[src/rtl/l2_response_router.sv]
// Routes L2 response packets into per-core FIFOs; broadcasts are copied to every core, all-or-nothing.
// Optional statistics outputs (rsp_count, drop_count) are enabled by defining L2RSP_ROUTER_STATS_EN.
module l2_response_router #(
  parameter int NUM_CORES    = 2,
  parameter int PACKET_WIDTH = 64,
  parameter int CORE_LSB     = 0,
  parameter int CORE_WIDTH   = 4,
  parameter int BCAST_BIT    = 4,
  parameter int FIFO_DEPTH   = 4
) (
  input  logic                              clk,
  input  logic                              reset_n,
  input  logic                              l2rsp_valid,
  input  logic [PACKET_WIDTH-1:0]           l2rsp_packet,
  output logic                              l2rsp_ready,
  output logic [NUM_CORES-1:0]              core_rsp_valid,
  output logic [NUM_CORES*PACKET_WIDTH-1:0] core_rsp_packet,
  input  logic [NUM_CORES-1:0]              core_rsp_ready,
  output logic                              bad_core_id
`ifdef L2RSP_ROUTER_STATS_EN
  ,
  output logic [31:0]                       rsp_count,
  output logic [15:0]                       drop_count
`endif
);

  localparam int AW = $clog2(FIFO_DEPTH);
  localparam int CW = AW + 1;

  logic [CORE_WIDTH-1:0] dest;
  logic [31:0]           dest_ext;
  logic                  bcast;
  logic [NUM_CORES-1:0]  tgt;
  logic [NUM_CORES-1:0]  full;
  logic [NUM_CORES-1:0]  push;
  logic [NUM_CORES-1:0]  pop;
  logic                  accept;
  logic                  drop;
  logic                  bad_core_id_q;
  logic                  bad_core_id_d;

  assign dest     = l2rsp_packet[CORE_LSB +: CORE_WIDTH];
  assign dest_ext = 32'(dest);
  assign bcast    = l2rsp_packet[BCAST_BIT];

  // An out-of-range id matches no core, so the target set is empty and ready stays high.
  for (genvar g = 0; g < NUM_CORES; g++) begin : g_tgt
    assign tgt[g] = bcast | (dest_ext == 32'(g));
  end

  assign l2rsp_ready = ~|(tgt & full);
  assign accept      = l2rsp_valid & l2rsp_ready;
  assign drop        = l2rsp_valid & ~|tgt;
  assign push        = tgt & {NUM_CORES{accept}};

  for (genvar g = 0; g < NUM_CORES; g++) begin : g_fifo
    logic [AW-1:0]           rd_ptr_q, rd_ptr_d;
    logic [AW-1:0]           wr_ptr_q, wr_ptr_d;
    logic [CW-1:0]           count_q, count_d;
    logic [PACKET_WIDTH-1:0] mem_q [FIFO_DEPTH];

    assign full[g]           = (count_q == CW'(FIFO_DEPTH));
    assign core_rsp_valid[g] = (count_q != '0);
    assign pop[g]            = core_rsp_valid[g] & core_rsp_ready[g];
    assign core_rsp_packet[g*PACKET_WIDTH +: PACKET_WIDTH] = mem_q[rd_ptr_q];

    always_comb begin
      rd_ptr_d = rd_ptr_q;
      wr_ptr_d = wr_ptr_q;
      count_d  = count_q;
      if (push[g]) wr_ptr_d = wr_ptr_q + AW'(1);
      if (pop[g])  rd_ptr_d = rd_ptr_q + AW'(1);
      case ({push[g], pop[g]})
        2'b10:   count_d = count_q + CW'(1);
        2'b01:   count_d = count_q - CW'(1);
        default: count_d = count_q;
      endcase
    end

    always_ff @(posedge clk or negedge reset_n) begin
      if (!reset_n) begin
        rd_ptr_q <= '0;
        wr_ptr_q <= '0;
        count_q  <= '0;
      end else begin
        rd_ptr_q <= rd_ptr_d;
        wr_ptr_q <= wr_ptr_d;
        count_q  <= count_d;
      end
    end

    // Storage carries data only; validity is tracked by count_q, so no reset is needed.
    always_ff @(posedge clk) begin
      if (push[g]) mem_q[wr_ptr_q] <= l2rsp_packet;
    end
  end

  assign bad_core_id_d = bad_core_id_q | drop;
  assign bad_core_id   = bad_core_id_q;

  always_ff @(posedge clk or negedge reset_n) begin
    if (!reset_n) bad_core_id_q <= 1'b0;
    else          bad_core_id_q <= bad_core_id_d;
  end

`ifdef L2RSP_ROUTER_STATS_EN
  logic [31:0] rsp_count_q, rsp_count_d;
  logic [15:0] drop_count_q, drop_count_d;

  always_comb begin
    rsp_count_d  = rsp_count_q;
    drop_count_d = drop_count_q;
    if (accept && |tgt) rsp_count_d = rsp_count_q + 32'd1;
    if (drop && drop_count_q != 16'hFFFF) drop_count_d = drop_count_q + 16'd1;
  end

  always_ff @(posedge clk or negedge reset_n) begin
    if (!reset_n) begin
      rsp_count_q  <= '0;
      drop_count_q <= '0;
    end else begin
      rsp_count_q  <= rsp_count_d;
      drop_count_q <= drop_count_d;
    end
  end

  assign rsp_count  = rsp_count_q;
  assign drop_count = drop_count_q;
`endif

endmodule
[config.mk]
export PLATFORM = sky130hd
export DESIGN_NAME = l2_response_router
export DESIGN_NICKNAME = d
export VERILOG_FILES = /design/src/rtl/l2_response_router.sv
export SDC_FILE = /design/constraint.sdc
export NUM_CORES = 1
export LEC_CHECK = 0
export CORE_UTILIZATION = 40
export DETAILED_ROUTE_END_ITERATION = 12
export PLACE_DENSITY = 0.62
export REMOVE_ABC_BUFFERS = 1
export SETUP_SLACK_MARGIN = 0.4
export SYNTH_ARGS = -nofsm -noshare
export SYNTH_HDL_FRONTEND = slang
export SYNTH_SLANG_ARGS = --single-unit
[constraint.sdc]
create_clock -name clk -period 3.7 [get_ports clk]
set_clock_uncertainty 0.05 [all_clocks]
set_input_delay 0.925 -clock clk [delete_from_list [all_inputs] [get_ports clk]]
set_output_delay 0.925 -clock clk [all_outputs]
set_load 0.02 [all_outputs]
## Word-level counts from Yosys, hierarchy flattened

Memories as Yosys holds them, arrays and structs flattened.
Cells that the tools add are included.
Widths: inputs -> output; s select.

- Register bits: 15
- Word-level logic and storage cells: 48
- Memory bits (writable): 512
- Input bits: 69
- Memories kept: 2

Memory list:

| memory | depth | width | read ports | clocked after memory_dff | wr ports | RTL line | source |
|---|---|---|---|---|---|---|---|
| g_fifo[0].mem_q | 4 | 64 | 1 | 0 | 1 | 60 | `logic [PACKET_WIDTH-1:0] mem_q [FIFO_DEPTH];` |
| g_fifo[1].mem_q | 4 | 64 | 1 | 0 | 1 | 60 |  |

- Equality and inequality tests: 7
- $add $sub $neg: 8
- Reduce and logical (&&, ||, !) cells: 9
- Multiplexer cells: 6
- Bitwise logic cells: 9

Operator list:

| operator | count |
|---|---|
| $logic_not 32->1 | 1 |
| $pmux 3 s2 | 2 |
| $add 2x1->2 const B | 4 |
| $add 3x1->3 const B | 2 |
| $eq 3x3->1 const B | 2 |
| $reduce_bool 3->1 | 2 |
| $sub 3x1->3 const B | 2 |
| $and 1x1->1 | 4 |
| $and 2x2->2 | 2 |
| $eq 2x1->1 const B | 2 |
| $eq 2x2->1 const B | 2 |
| $eq 4x1->1 const B | 1 |
| $mux 1 | 4 |
| $reduce_bool 2->1 | 2 |
| $reduce_or 2->1 | 2 |
| $or 1x1->1 | 3 |
| $logic_not 1->1 | 2 |

## Longest topological paths before layout

Gate-level depths: netlist of the first run.

- Word-level depth: 9
- Depth in mapped cells: 10
- Mapped depth without buffers: 10

## Least setup slack after synthesis of the first run

Ideal clock, no wire load.

- Path type: input to register
- From: in l2rsp_packet[1]
- To: mem g_fifo[1].mem_q[0][0] (enable)
- Cell stages on the path: 3
- Path buffers: 0
- Library setup time: 0.429 ns
- Arrival time: 3.035 ns
- Data required time: 3.221 ns
- Setup slack: 0.186 ns
- Cell sequence: nor4b_2 o2111a_2 and2_1

- Longest elaborated chain between the ends: 9

RTL lines:

| element | RTL line | source |
|---|---|---|
| from (decl) | 14 | `input logic [PACKET_WIDTH-1:0] l2rsp_packet,` |
| $logic_not 32->1 or $eq 4x1->1 (tied branches) | 48 | `assign tgt[g] = bcast \| (dest_ext == 32'(g));` |
| $or 1x1->1 | 48 |  |
| $and 2x2->2 | 51 | `assign l2rsp_ready = ~\|(tgt & full);` |
| $reduce_or 2->1 | 51 |  |
| $logic_not 1->1 | 51 |  |
| $and 1x1->1 | 52 | `assign accept = l2rsp_valid & l2rsp_ready;` |
| $and 2x2->2 * | 54 | `assign push = tgt & {NUM_CORES{accept}};` |
| $mux 1 * | 94 | `if (push[g]) mem_q[wr_ptr_q] <= l2rsp_packet;` |
| $mux 1 (not written as such) * | 94 |  |
| to (decl) | 60 |  |

Mark *: on every way between the ends. The rest lies on a longest branch, timed or not.

## Worst setup path after layout of the first run

- From: reg g_fifo[0].rd_ptr_q[0]
- To: out core_rsp_packet[25]

- Longest elaborated chain between the ends: 1

RTL lines:

| element | RTL line | source |
|---|---|---|
| from (decl) | 57 | `logic [AW-1:0] rd_ptr_q, rd_ptr_d;` |
| from (signal assigned) | 86 | `rd_ptr_q <= rd_ptr_d;` |
| $mem_v2 4x64 | n/a |  |
| to (decl) | 17 | `output logic [NUM_CORES*PACKET_WIDTH-1:0] core_rsp_packet,` |

Every way passes these cells.

==> results.md, run 1 <==
* Total leakage power at 0.00809 uW
* Clk buf depth at 3
* EDFF count, synth at 512
* Final cell count without fillers at 1696
* Sum of overflow across all layers after global routing at 0
* Net count reported at finish at 1123
* Worst-case hold path end point: bad_core_id
* Number of cells on the worst reg-to-reg path at 11
* Maximum number of pins on one net before global-route repair at 65
* Clk root buf: sky130_fd_sc_hd__clkbuf_16
* Share of flip-flops with an asynchronous set or reset after synthesis at 2.85%
* Initial antenna violation count at 0
* R2R setup slack at 1.39 ns
* Worst hold path stage count at 1
* Worst endpoint required time at 2.72 ns
* Area growth from synthesis to final layout at 26.0%
* Startpoint of the lowest-slack hold path: bad_core_id
* Cell taking the most area after synthesis: sky130_fd_sc_hd__edfxtp_1
* Number of buffers created by CTS at 53
* Most common flop cell mapped by yosys: sky130_fd_sc_hd__edfxtp_1
* Transition time of the tightest slew-check pin at 0.710 ns
* Residual antenna-violating net count after detailed routing at 0
* Max_cap viols at 0
* Total of warnings raised by yosys at 0
* Beginning of the worst register-to-register path: g_fifo[1].count_q[0]
* Cell types with the largest area share after synthesis: sky130_fd_sc_hd__edfxtp_1 (79%), sky130_fd_sc_hd__mux4_2 (15%), sky130_fd_sc_hd__dfrtp_1 (1.9%), sky130_fd_sc_hd__ha_1 (0.65%), sky130_fd_sc_hd__buf_4 (0.39%)
* Minimum setup slack in the final design at 0.229 ns
* Detail Placement HPWL at 22400 um
* Post-route DRC at 0
* Sequential element share of the synthesized area at 81.4%
* Routed WL at 40000 um
* Final core utilization at 51.1%
* Via count of the first global-routing pass at 9280
* Final sum of negative setup slack at 0 ns
* Hold Worst Slack at 0.437 ns
* Cell Pwr Density at 797 nW/um^2
* Max rail drop VDD at 0.373 mV
* I/O pins at 201
* Die footprint at 49300 um^2
* Row Count at 80
* Setup repair after global routing missed its margin: true
* Distinct cell type count of the synthesized netlist at 27
* Syn avg cell area at 25.7 um^2
* Final hold viol count at 0
* Initial cell density of the core at 40.5%
* Register Area at 15800 um^2
* Number of endpoints failing setup at the final stage at 0
* Worst slack at placement at 0.0839 ns
* GRT Resource Usage Total at 16.2%
* Count of state elements after synthesis at 527
* Port Buffer Count at 200
* Via count at 8773
* Deepest level of the CTS H-tree at 2
* Worst reg2reg path endpoint: g_fifo[0].count_q[2]
* TritonCTS clock tree: yes
* Share of Yosys cell area claimed by the top area cell type at 79.4%
* Capturing element type of the critical path: output port
* Drt pass-1 iters at 4
* Number of placed instances with taps included at 1581
* WS Path Type: flip-flop to output port
* Netlist Area Pre-Place at 19400 um^2
* Period minus WS final at 3.47 ns
* First-pass GRT wire length at 58700 um
* Cells after synthesis at 754
* Core area at 47700 um^2
* Max-slew violation count at 0
* Worst slew slack as a fraction of its limit at 52.5%
* Result of the run: finished clean
* Leading post-synthesis cells by instance count: sky130_fd_sc_hd__edfxtp_1 (512), sky130_fd_sc_hd__mux4_2 (128), sky130_fd_sc_hd__dfrtp_1 (15)
* Max Fanout on Critical Path at 15
* Hold Crit Class: flip-flop to flip-flop
* Worst-Skew Late Latency at 0.57 ns
* Final Wtd Congestion at 0.735
* Final routed wire length divided by cell count at 23.6 um
* Fill cells at 3759
* Avg Vias per Cell at 5.17
* Critical Path AT at 2.50 ns
* Portion of the clock cycle consumed by the worst path in the final layout at 93.8%
* Die Ht at 222 um
* Count leader, synth: sky130_fd_sc_hd__edfxtp_1
* Initial drt markers at 556
* Area used by multi-input combinational logic at 3420 um^2
* Sink count of the clock tree at 527
* Clk pin slew, worst setup/hold paths at 0.06 ns
* Share of layout cells above drive strength 1 at 26.8%
* Antenna diodes at 0
* Startpoint types: flip-flop
* X dimension of the die at 222 um
* Peak clock frequency supported by timing at 288 MHz
==> state kept, by name (all words and copies together) (netlist names) <==
name and count:
g_fifo.mem_q 512, g_fifo.rd_ptr_q 4, g_fifo.wr_ptr_q 4, g_fifo.count_q 6, bad_core_id 1
==> cell families (layout without fill, tap and decap cells) <==
| group | Yosys count | count (layout) | share of synthesized area [%] |
|---|---|---|---|
| mux | 131 | 131 | 15.1 |
| flops | 527 | 527 | 81.4 |
| buf+inv | 40 | 367 | 1.05 |
| simple gates | 26 | 26 | 0.827 |
| xor+xnor | 12 | 12 | 0.543 |
| fa+ha+maj | 12 | 12 | 0.853 |
| compound gates | 6 | 6 | 0.271 |
==> worst max-delay path, stage by stage (launching register included) <==
cell,delay (ns)
sky130_fd_sc_hd__dfrtp_4,0.46
sky130_fd_sc_hd__buf_4,0.14
sky130_fd_sc_hd__buf_16,0.17
sky130_fd_sc_hd__mux4_2,0.55
sky130_fd_sc_hd__clkdlybuf4s50_1,0.57
==> worst max path at each step <==
stage                                     start                  end  slack (ns)
after floorplan           g_fifo[0].rd_ptr_q[0]   core_rsp_packet[0]       -0.60
after global placement          l2rsp_packet[1]          l2rsp_ready        0.14
after detailed placement        l2rsp_packet[1]          l2rsp_ready        0.08
after CTS                 g_fifo[0].rd_ptr_q[0]  core_rsp_packet[17]        0.17
after global routing      g_fifo[0].rd_ptr_q[0]  core_rsp_packet[25]        0.16
final                     g_fifo[0].rd_ptr_q[0]  core_rsp_packet[25]        0.23
==> report_power, final <==
part	switching [uW]	leakage, uW	internal (uW)
clock	2110	0.000831	3160
sequential	221	0.00481	7340
combinational	3510	0.00244	3120
==> metal layers <==
metal,wire [um],up-vias,GRT usage [%]
met4,799,0,4.23
met1,17700,4709,22.3
met2,19500,211,26.2
met3,1970,59,3.64
met5,0,-,0
li1,-,3794,-
==> cell usage in the layout, fill, tap and decap left out, drive strengths merged, types with 4 or more instances in the layout <==
cell type / synthesis / final
clkinv: 0 / 14
clkdlybuf4s50: 0 / 121
edfxtp: 512 / 512
inv: 12 / 13
clkdlybuf4s15: 0 / 7
nor2: 4 / 4
ha: 10 / 10
clkbuf: 2 / 81
xnor2: 6 / 6
buf: 26 / 60
and2: 11 / 11
dlygate4sd2: 0 / 55
bufinv: 0 / 7
mux4: 128 / 128
dfrtp: 15 / 15
nand2: 5 / 5
xor2: 6 / 6
dlymetal6s2s: 0 / 8
==> layout make-up <==
| cell class | count | share of cell area (%) |
|---|---|---|
| clock buffer | 71 | 5.80 |
| inverter | 12 | 0.185 |
| clock inverter | 23 | 1.20 |
| sequential | 527 | 64.6 |
| multi-input combinational | 187 | 14.0 |
| timing repair buffer | 261 | 11.0 |
| tap | 615 | 3.15 |
==> stage by stage <==
stage / area (um^2) / total power (uW)
after CTS: 24200 / 19600
after global placement: 22500 / 14400
final: 24400 / 19500
after global routing: 24400 / 20300
after floorplan: 19200 / 11400
after detailed placement: 22500 / 14500
==> what timing repair did <==
action                                  4_1_cts  5_1_grt
buffers inserted                             11        7
endpoints found under the setup margin      129       87
gates cloned                                  0        3
resized for setup                            75       36
pin swaps                                     2        2
hold buffers                                  0        0
Note: power is estimated with default switching activity, not from simulation.
==> inputs of run 2 (changes only) <==
DONT_BUFFER_PORTS = 1   (was unset)
HOLD_SLACK_MARGIN = 0.03   (was unset)
MAX_ROUTING_LAYER = met4   (was unset)
PLACE_DENSITY = 0.56   (was 0.62)
==> results.md, run 2 (synthesis gave the netlist of run 1 again) <==
* Result of the run: finished clean (unchanged)
* Number of buffers created by CTS at 54 (was 53)
* Most congested layer reported by global routing: met2 (unchanged)
* Transition time of the tightest slew-check pin at 0.813 ns (was 0.710 ns)
* Seq pwr share at 43.0% (was 38.9%)
* Max_cap viols at 0 (unchanged)
* Final cell count without fillers at 1474 (was 1696)
* Max incr delay on CP at 0.68 ns (was 0.57 ns)
* Die Ht at 222 um (unchanged)
* Portion of the clock cycle consumed by the worst path in the final layout at 82.7% (was 93.8%)
* Final hold viol count at 0 (unchanged)
* Critical Path AT at 2.08 ns (was 2.50 ns)
* Final core utilization at 46.5% (was 51.1%)
* Largest reg by FF count: g_fifo.mem_q (unchanged)
* Peak clock frequency supported by timing at 327 MHz (was 288 MHz)
* Max reg flops at 512 (unchanged)
* Startpoint types: flip-flop (unchanged)
* I/O pins at 201 (unchanged)
* Worst slew slack as a fraction of its limit at 45.6% (was 52.5%)
* Worst reg2reg path endpoint: g_fifo[0].count_q[2] (unchanged)
* Max Fanout on Critical Path at 35 (was 15)
* Area growth from synthesis to final layout at 14.7% (was 26.0%)
* Maximum number of pins on one net before global-route repair at 43 (was 65)
* Met3 global-route usage at 4.76% (was 3.64%)
* Sink count of the clock tree at 527 (unchanged)
* Setup repair after global routing missed its margin: false (was true)
* Initial cell density of the core at 40.5% (unchanged)
* Number of cells on the worst reg-to-reg path at 8 (was 11)
* Largest registers: g_fifo.mem_q: 512 flops, g_fifo.count_q: 6 flops (unchanged)
* Die footprint at 49300 um^2 (unchanged)
* Worst endpoint required time at 2.72 ns (about the same)
* Initial drt markers at 620 (was 556)
* Final Wtd Congestion at 0.730 (was 0.735)
* Initial antenna violation count at 1 (was 0)
* Routed WL at 40100 um (was 40000 um)
* Net count reported at finish at 894 (was 1123)
* Deepest level of the CTS H-tree at 2 (unchanged)
* Capturing element type of the critical path: output port (unchanged)
* Cell breakdown of the critical path: buf_12, mux4_2 (was buf_4, buf_16, mux4_2, clkdlybuf4s50_1)
* Cell Pwr Density at 805 nW/um^2 (was 797 nW/um^2)
* Row Count at 80 (unchanged)
* Detail Placement HPWL at 23000 um (was 22400 um)
* Internal power contribution at 12200 uW (was 13600 uW)
* Clk buf depth at 3 (unchanged)
* Total Power Consumption at 17900 uW (was 19500 uW)
* Logic depth of the worst path, buffers included at 2 (was 4)
* Max-slew violation count at 0 (unchanged)
* Minimum setup slack in the final design at 0.641 ns (was 0.229 ns)
* Share of layout cells above drive strength 1 at 30.5% (was 26.8%)
* First-pass GRT wire length at 59300 um (was 58700 um)
* Slowest library cell on the worst path: sky130_fd_sc_hd__dfrtp_4 (was sky130_fd_sc_hd__clkdlybuf4s50_1)
* Switching power at 5630 uW (was 5840 uW)
* Worst slack at placement at 0.791 ns (was 0.0839 ns)
* TritonCTS clock tree: yes (unchanged)
* Startpoint of the lowest-slack hold path: l2rsp_packet[0] (was bad_core_id)
* Combinational share of power at 27.7% (was 34.1%)
* Top library cells by usage in the layout, fill and taps aside: sky130_fd_sc_hd__edfxtp_1 (512), sky130_fd_sc_hd__mux4_2 (128), sky130_fd_sc_hd__clkbuf_16 (57) (was sky130_fd_sc_hd__edfxtp_1 (512), sky130_fd_sc_hd__mux4_2 (128), sky130_fd_sc_hd__clkdlybuf4s50_1 (121))
* R2R setup slack at 1.39 ns (about the same)
* Max rail drop VDD at 0.520 mV (was 0.373 mV)
* Hold Crit Class: input port to flip-flop (was flip-flop to flip-flop)
* Crit-path leading delay family: flip-flops (was buffers and inverters)
* Met1 track utilization from global routing at 20.4% (was 22.3%)
* Core area at 47700 um^2 (unchanged)
* Dpl cell area at 20400 um^2 (was 22500 um^2)
* Final routed wire length divided by cell count at 27.2 um (was 23.6 um)
* Launching instance or port of the critical path: g_fifo[1].rd_ptr_q[1] (was g_fifo[0].rd_ptr_q[0])
* Port Buffer Count at 0 (was 200)
* Number of endpoints failing setup at the final stage at 0 (unchanged)
* Sum of overflow across all layers after global routing at 0 (unchanged)
* Commonest non-fill, non-tap cell in the layout: sky130_fd_sc_hd__edfxtp_1 (unchanged)
* Critical path buffers and inverters at 1 (was 3)
* Fill cells at 3825 (was 3759)
* Avg Vias per Cell at 5.42 (was 5.17)
* Drt pass-1 iters at 5 (was 4)
* Summed area of non-filler cells in the final layout at 22200 um^2 (was 24400 um^2)
* X dimension of the die at 222 um (unchanged)
* GRT Resource Usage Total at 17.1% (was 16.2%)
* Total leakage power at 0.00698 uW (was 0.00809 uW)
* Worst-Skew Late Latency at 0.60 ns (was 0.57 ns)
* Residual antenna-violating net count after detailed routing at 0 (unchanged)
* Worst Setup EP: core_rsp_packet[121] (was core_rsp_packet[25])
* Clk pin slew, worst setup/hold paths at 0.06 ns (about the same)
* Switching Share at 31.5% (was 30.0%)
* Number of placed instances with taps included at 1366 (was 1581)
* Beginning of the worst register-to-register path: g_fifo[0].count_q[1] (was g_fifo[1].count_q[0])
* WS Path Type: flip-flop to output port (unchanged)
* Period minus WS final at 3.06 ns (was 3.47 ns)
* Via count of the first global-routing pass at 8667 (was 9280)
* Portion of total power attributed to the clock network at 29.3% (was 27.1%)
* GR Layer Usage met2 at 28.3% (was 26.2%)
* Post-route DRC at 0 (unchanged)
* Via count at 7988 (was 8773)
* Clk root buf: sky130_fd_sc_hd__clkbuf_16 (unchanged)
run 2: cell count changes in the layout (fill, tap and decap cells not counted), moves of 6 or more:
cell / delta
sky130_fd_sc_hd__buf_12: -7
sky130_fd_sc_hd__buf_4: -20
sky130_fd_sc_hd__clkbuf_2: -8
sky130_fd_sc_hd__clkdlybuf4s15_1: -6
sky130_fd_sc_hd__clkdlybuf4s50_1: -121
sky130_fd_sc_hd__dlygate4sd2_1: -55
sky130_fd_sc_hd__dlymetal6s2s_1: -8
run 2: area by class of cell:
| cell class | count | area [um^2] | area share, % |
|---|---|---|---|
| clock buffers | 74 | 1530 | 6.89 |
| inverters | 12 | 45.0 | 0.203 |
| repair buffers | 31 | 458 | 2.06 |
| multi-input cells | 187 | 3420 | 15.4 |
| well taps | 615 | 769 | 3.46 |
| diodes | 1 | 2.50 | 0.0113 |
| flip-flops and latches | 527 | 15800 | 71.0 |
| clock inverters | 27 | 219 | 0.986 |
run 2: worst reg2reg max path: stages, from the launching register on:
cell	delay, ns
sky130_fd_sc_hd__dfrtp_1	0.41
sky130_fd_sc_hd__or3_1	0.55
sky130_fd_sc_hd__and2_1	0.31
sky130_fd_sc_hd__ha_1	0.23
sky130_fd_sc_hd__inv_1	0.08
sky130_fd_sc_hd__fa_1	0.19
sky130_fd_sc_hd__xor2_1	0.18
sky130_fd_sc_hd__nor2_1	0.07
sky130_fd_sc_hd__xor2_1	0.14
run 2: per-layer routing:
layer | vias up | routed length [um]
met5 | - | 0
met4 | 0 | 874
met3 | 66 | 2550
met2 | 223 | 20700
met1 | 4363 | 15900
li1 | 3336 | -
run 2: what timing repair did:
item / in CTS / in global routing
hold buffers: 1 / 0
setup endpoints to repair: 32 / 3
buffers inserted: 4 / 1
hold endpoints to repair: 15 / 0
gates resized for setup: 1 / 0
cloned: 0 / 0
run 2: worst min path at each step:
stage | end | slack (ns) | cells after the start
2_1_floorplan | g_fifo[0].count_q[2] | 0.43 | 1
3_3_place_gp | g_fifo[1].count_q[0] | 0.46 | 1
3_5_place_dp | g_fifo[1].count_q[0] | 0.46 | 1
4_1_cts | g_fifo[1].mem_q[0][5] | 0.32 | 0
5_1_grt | g_fifo[1].mem_q[1][11] | 0.34 | 0
6_report | g_fifo[0].mem_q[3][0] | 0.37 | 0
run 2: per-stage QoR:
stage | setup TNS, ns | hold slack [ns]
floorplan | -76.98 | 0.425
global placement | 0 | 0.461
detailed placement | 0 | 0.456
CTS | 0 | 0.322
global route | 0 | 0.341
finish | 0 | 0.371
run 2: power groups by stage:
stage	Clock, uW	Sequential (uW)	Combinational [uW]
floorplan	0	8100	3340
global placement	0	7860	4830
detailed placement	0	7900	4860
CTS	5380	7720	5030
global route	5570	7750	5250
finish	5240	7680	4960
==> inputs of run 3 (changes only) <==
clock period = 2.83 ns   (was 3.7 ns; I/O delays follow)
==> results.md, run 3 (synthesis gave the netlist of run 1 again) <==
* TritonCTS clock tree: yes (unchanged)
* Routed WL at 41500 um (was 40100 um)
* Max rail drop VDD at 0.581 mV (was 0.520 mV)
* Hold Worst Slack at 0.165 ns (was 0.371 ns)
* Worst endpoint required time at 2.07 ns (was 2.72 ns)
* Final Wtd Congestion at 0.741 (was 0.730)
* Worst slew slack as a fraction of its limit at 45.0% (was 45.6%)
* Fill cells at 3753 (was 3825)
* Via count of the first global-routing pass at 8726 (was 8667)
* Minimum setup slack in the final design at 0.0679 ns (was 0.641 ns)
* Largest reg by FF count: g_fifo.mem_q (unchanged)
* Critical path buffers and inverters at 2 (was 1)
* Number of cells on the worst reg-to-reg path at 8 (unchanged)
* Core area at 47700 um^2 (unchanged)
* Final core utilization at 47.5% (was 46.5%)
* Met1 Wirelength at 16000 um (was 15900 um)
* Setup repair after global routing missed its margin: true (was false)
* Row Count at 80 (unchanged)
* Critical Path AT at 2.00 ns (was 2.08 ns)
* Hold Crit Class: input port to flip-flop (unchanged)
* Initial antenna violation count at 3 (was 1)
* Net count reported at finish at 914 (was 894)
* Slowest library cell on the worst path: sky130_fd_sc_hd__mux4_2 (was sky130_fd_sc_hd__dfrtp_4)
* Peak clock frequency supported by timing at 362 MHz
* Die footprint at 49300 um^2 (unchanged)
* Deepest level of the CTS H-tree at 2 (unchanged)
* R2R setup slack at 0.58 ns (was 1.39 ns)
* Die Ht at 222 um (unchanged)
* GRT Resource Usage Total at 17.2% (was 17.1%)
* Capturing element type of the critical path: output port (unchanged)
* Total leakage power at 0.00720 uW (was 0.00698 uW)
* Top library cells by usage in the layout, fill and taps aside: sky130_fd_sc_hd__edfxtp_1 (512), sky130_fd_sc_hd__mux4_2 (128), sky130_fd_sc_hd__clkbuf_16 (60) (was sky130_fd_sc_hd__edfxtp_1 (512), sky130_fd_sc_hd__mux4_2 (128), sky130_fd_sc_hd__clkbuf_16 (57))
* Clk root buf: sky130_fd_sc_hd__clkbuf_16 (unchanged)
* Sum of overflow across all layers after global routing at 0 (unchanged)
* Launching instance or port of the critical path: g_fifo[0].rd_ptr_q[0] (was g_fifo[1].rd_ptr_q[1])
* Worst-Skew Late Latency at 0.58 ns (was 0.60 ns)
* Result of the run: finished clean (unchanged)
* Residual antenna-violating net count after detailed routing at 0 (unchanged)
* First-pass GRT wire length at 58800 um (was 59300 um)
* Port Buffer Count at 0 (unchanged)
* Max-slew violation count at 0 (unchanged)
* Startpoint of the lowest-slack hold path: l2rsp_packet[28] (was l2rsp_packet[0])
* Cell Pwr Density at 1060 nW/um^2 (was 805 nW/um^2)
* Initial cell density of the core at 40.5% (unchanged)
* Period minus WS final at 2.76 ns
* Portion of the clock cycle consumed by the worst path in the final layout at 97.6%
* Max incr delay on CP at 0.60 ns (was 0.68 ns)
* Via count at 8121 (was 7988)
* Sink count of the clock tree at 527 (unchanged)
* Final hold viol count at 0 (unchanged)
* Largest registers: g_fifo.mem_q: 512 flops, g_fifo.count_q: 6 flops (unchanged)
* Metal3 WL at 2810 um (was 2550 um)
* Startpoint types: flip-flop (unchanged)
* Cell breakdown of the critical path: buf_12, clkbuf_16, mux4_2 (was buf_12, mux4_2)
* Max_cap viols at 0 (unchanged)
* Max reg flops at 512 (unchanged)
* Clk buf depth at 3 (unchanged)
* Share of layout cells above drive strength 1 at 31.7% (was 30.5%)
* Routed length on met2 at 21400 um (was 20700 um)
* Maximum number of pins on one net before global-route repair at 52 (was 43)
* X dimension of the die at 222 um (unchanged)
* Final routed wire length divided by cell count at 27.8 um (was 27.2 um)
* Drt pass-1 iters at 4 (was 5)
* Detail Placement HPWL at 22700 um (was 23000 um)
* Number of endpoints failing setup at the final stage at 0 (unchanged)
* Highest metal layer with signal wires: met4 (unchanged)
* Avg Vias per Cell at 5.45 (was 5.42)
* Max Fanout on Critical Path at 7 (was 35)
* Logic depth of the worst path, buffers included at 3 (was 2)
* Initial drt markers at 609 (was 620)
* Beginning of the worst register-to-register path: g_fifo[1].count_q[2] (was g_fifo[0].count_q[1])
* Worst hold path stage count at 0 (unchanged)
* Post-route DRC at 0 (unchanged)
* Area growth from synthesis to final layout at 17.2% (was 14.7%)
* I/O pins at 201 (unchanged)
* Transition time of the tightest slew-check pin at 0.822 ns (was 0.813 ns)
* Number of buffers created by CTS at 51 (was 54)
* Commonest non-fill, non-tap cell in the layout: sky130_fd_sc_hd__edfxtp_1 (unchanged)
* Crit-path leading delay family: multiplexers (was flip-flops)
* WS Path Type: flip-flop to output port (unchanged)
* Clk pin slew, worst setup/hold paths at 0.06 ns (about the same)
* Worst slack at placement at 0.129 ns (was 0.791 ns)
[run 3: worst register-to-register path, stage by stage, from the launching register on]
cell and delay (ns):
sky130_fd_sc_hd__dfrtp_1 0.43, sky130_fd_sc_hd__or3_1 0.54, sky130_fd_sc_hd__and2_1 0.28, sky130_fd_sc_hd__ha_1 0.23, sky130_fd_sc_hd__inv_1 0.08, sky130_fd_sc_hd__fa_1 0.17
sky130_fd_sc_hd__xor2_1 0.16, sky130_fd_sc_hd__nor2_1 0.07, sky130_fd_sc_hd__xor2_1 0.14
[run 3: cell type report]
class                      count  area (um^2)  share of cell area [%]
multi-input combinational    187         3430                    15.1
inverter                      12         45.0                   0.199
antenna                        3         7.51                  0.0331
tap                          615          769                    3.39
clock buffer                  58         1350                    5.93
timing repair buffer          54         1070                    4.70
sequential                   527        15800                    69.5
clock inverter                34          263                    1.16
[run 3: repair_timing]
| item | 4_1_cts | 5_1_grt |
|---|---|---|
| gates resized for setup | 11 | 10 |
| gates cloned | 6 | 8 |
| setup buffers | 10 | 3 |
| endpoints found under the setup margin | 128 | 129 |
| hold endpoints to repair | 15 | 0 |
| hold buffers | 1 | 0 |
[run 3: power breakdown]
group / total, uW / switching, uW / internal [uW]
clock: 6510 / 2750 / 3760
combinational: 7720 / 4530 / 3190
sequential: 9920 / 320 / 9600
total: 24200 / 7600 / 16600
[run 3: worst paths after layout]
kind,to
worst max register to register,g_fifo[1].count_q[2]
worst min register to register,g_fifo[0].count_q[2]
max in group asynchronous,g_fifo[0].rd_ptr_q[1]
worst max-delay path,core_rsp_packet[32]
worst min-delay path,g_fifo[1].mem_q[0][28]
min in group asynchronous,g_fifo[1].wr_ptr_q[1]
[run 3: metrics by stage]
| step | area [um^2] | std cells | total power, uW | TNS, ns |
|---|---|---|---|---|
| finish | 22700 | 1490 | 24200 | 0 |
| CTS | 22400 | 1476 | 24100 | 0 |
| global route | 22700 | 1490 | 25100 | 0 |
| global placement | 20500 | 1367 | 16700 | 0 |
| floorplan | 19200 | 726 | 15000 | -280.87 |
| detailed placement | 20500 | 1367 | 16800 | 0 |
[run 3: per-layer routing]
metal	GRT usage [%]	vias to the layer above
met3	4.48	80
li1	-	3381
met4	6.14	0
met1	20.3	4370
met5	-	-
met2	28.5	290
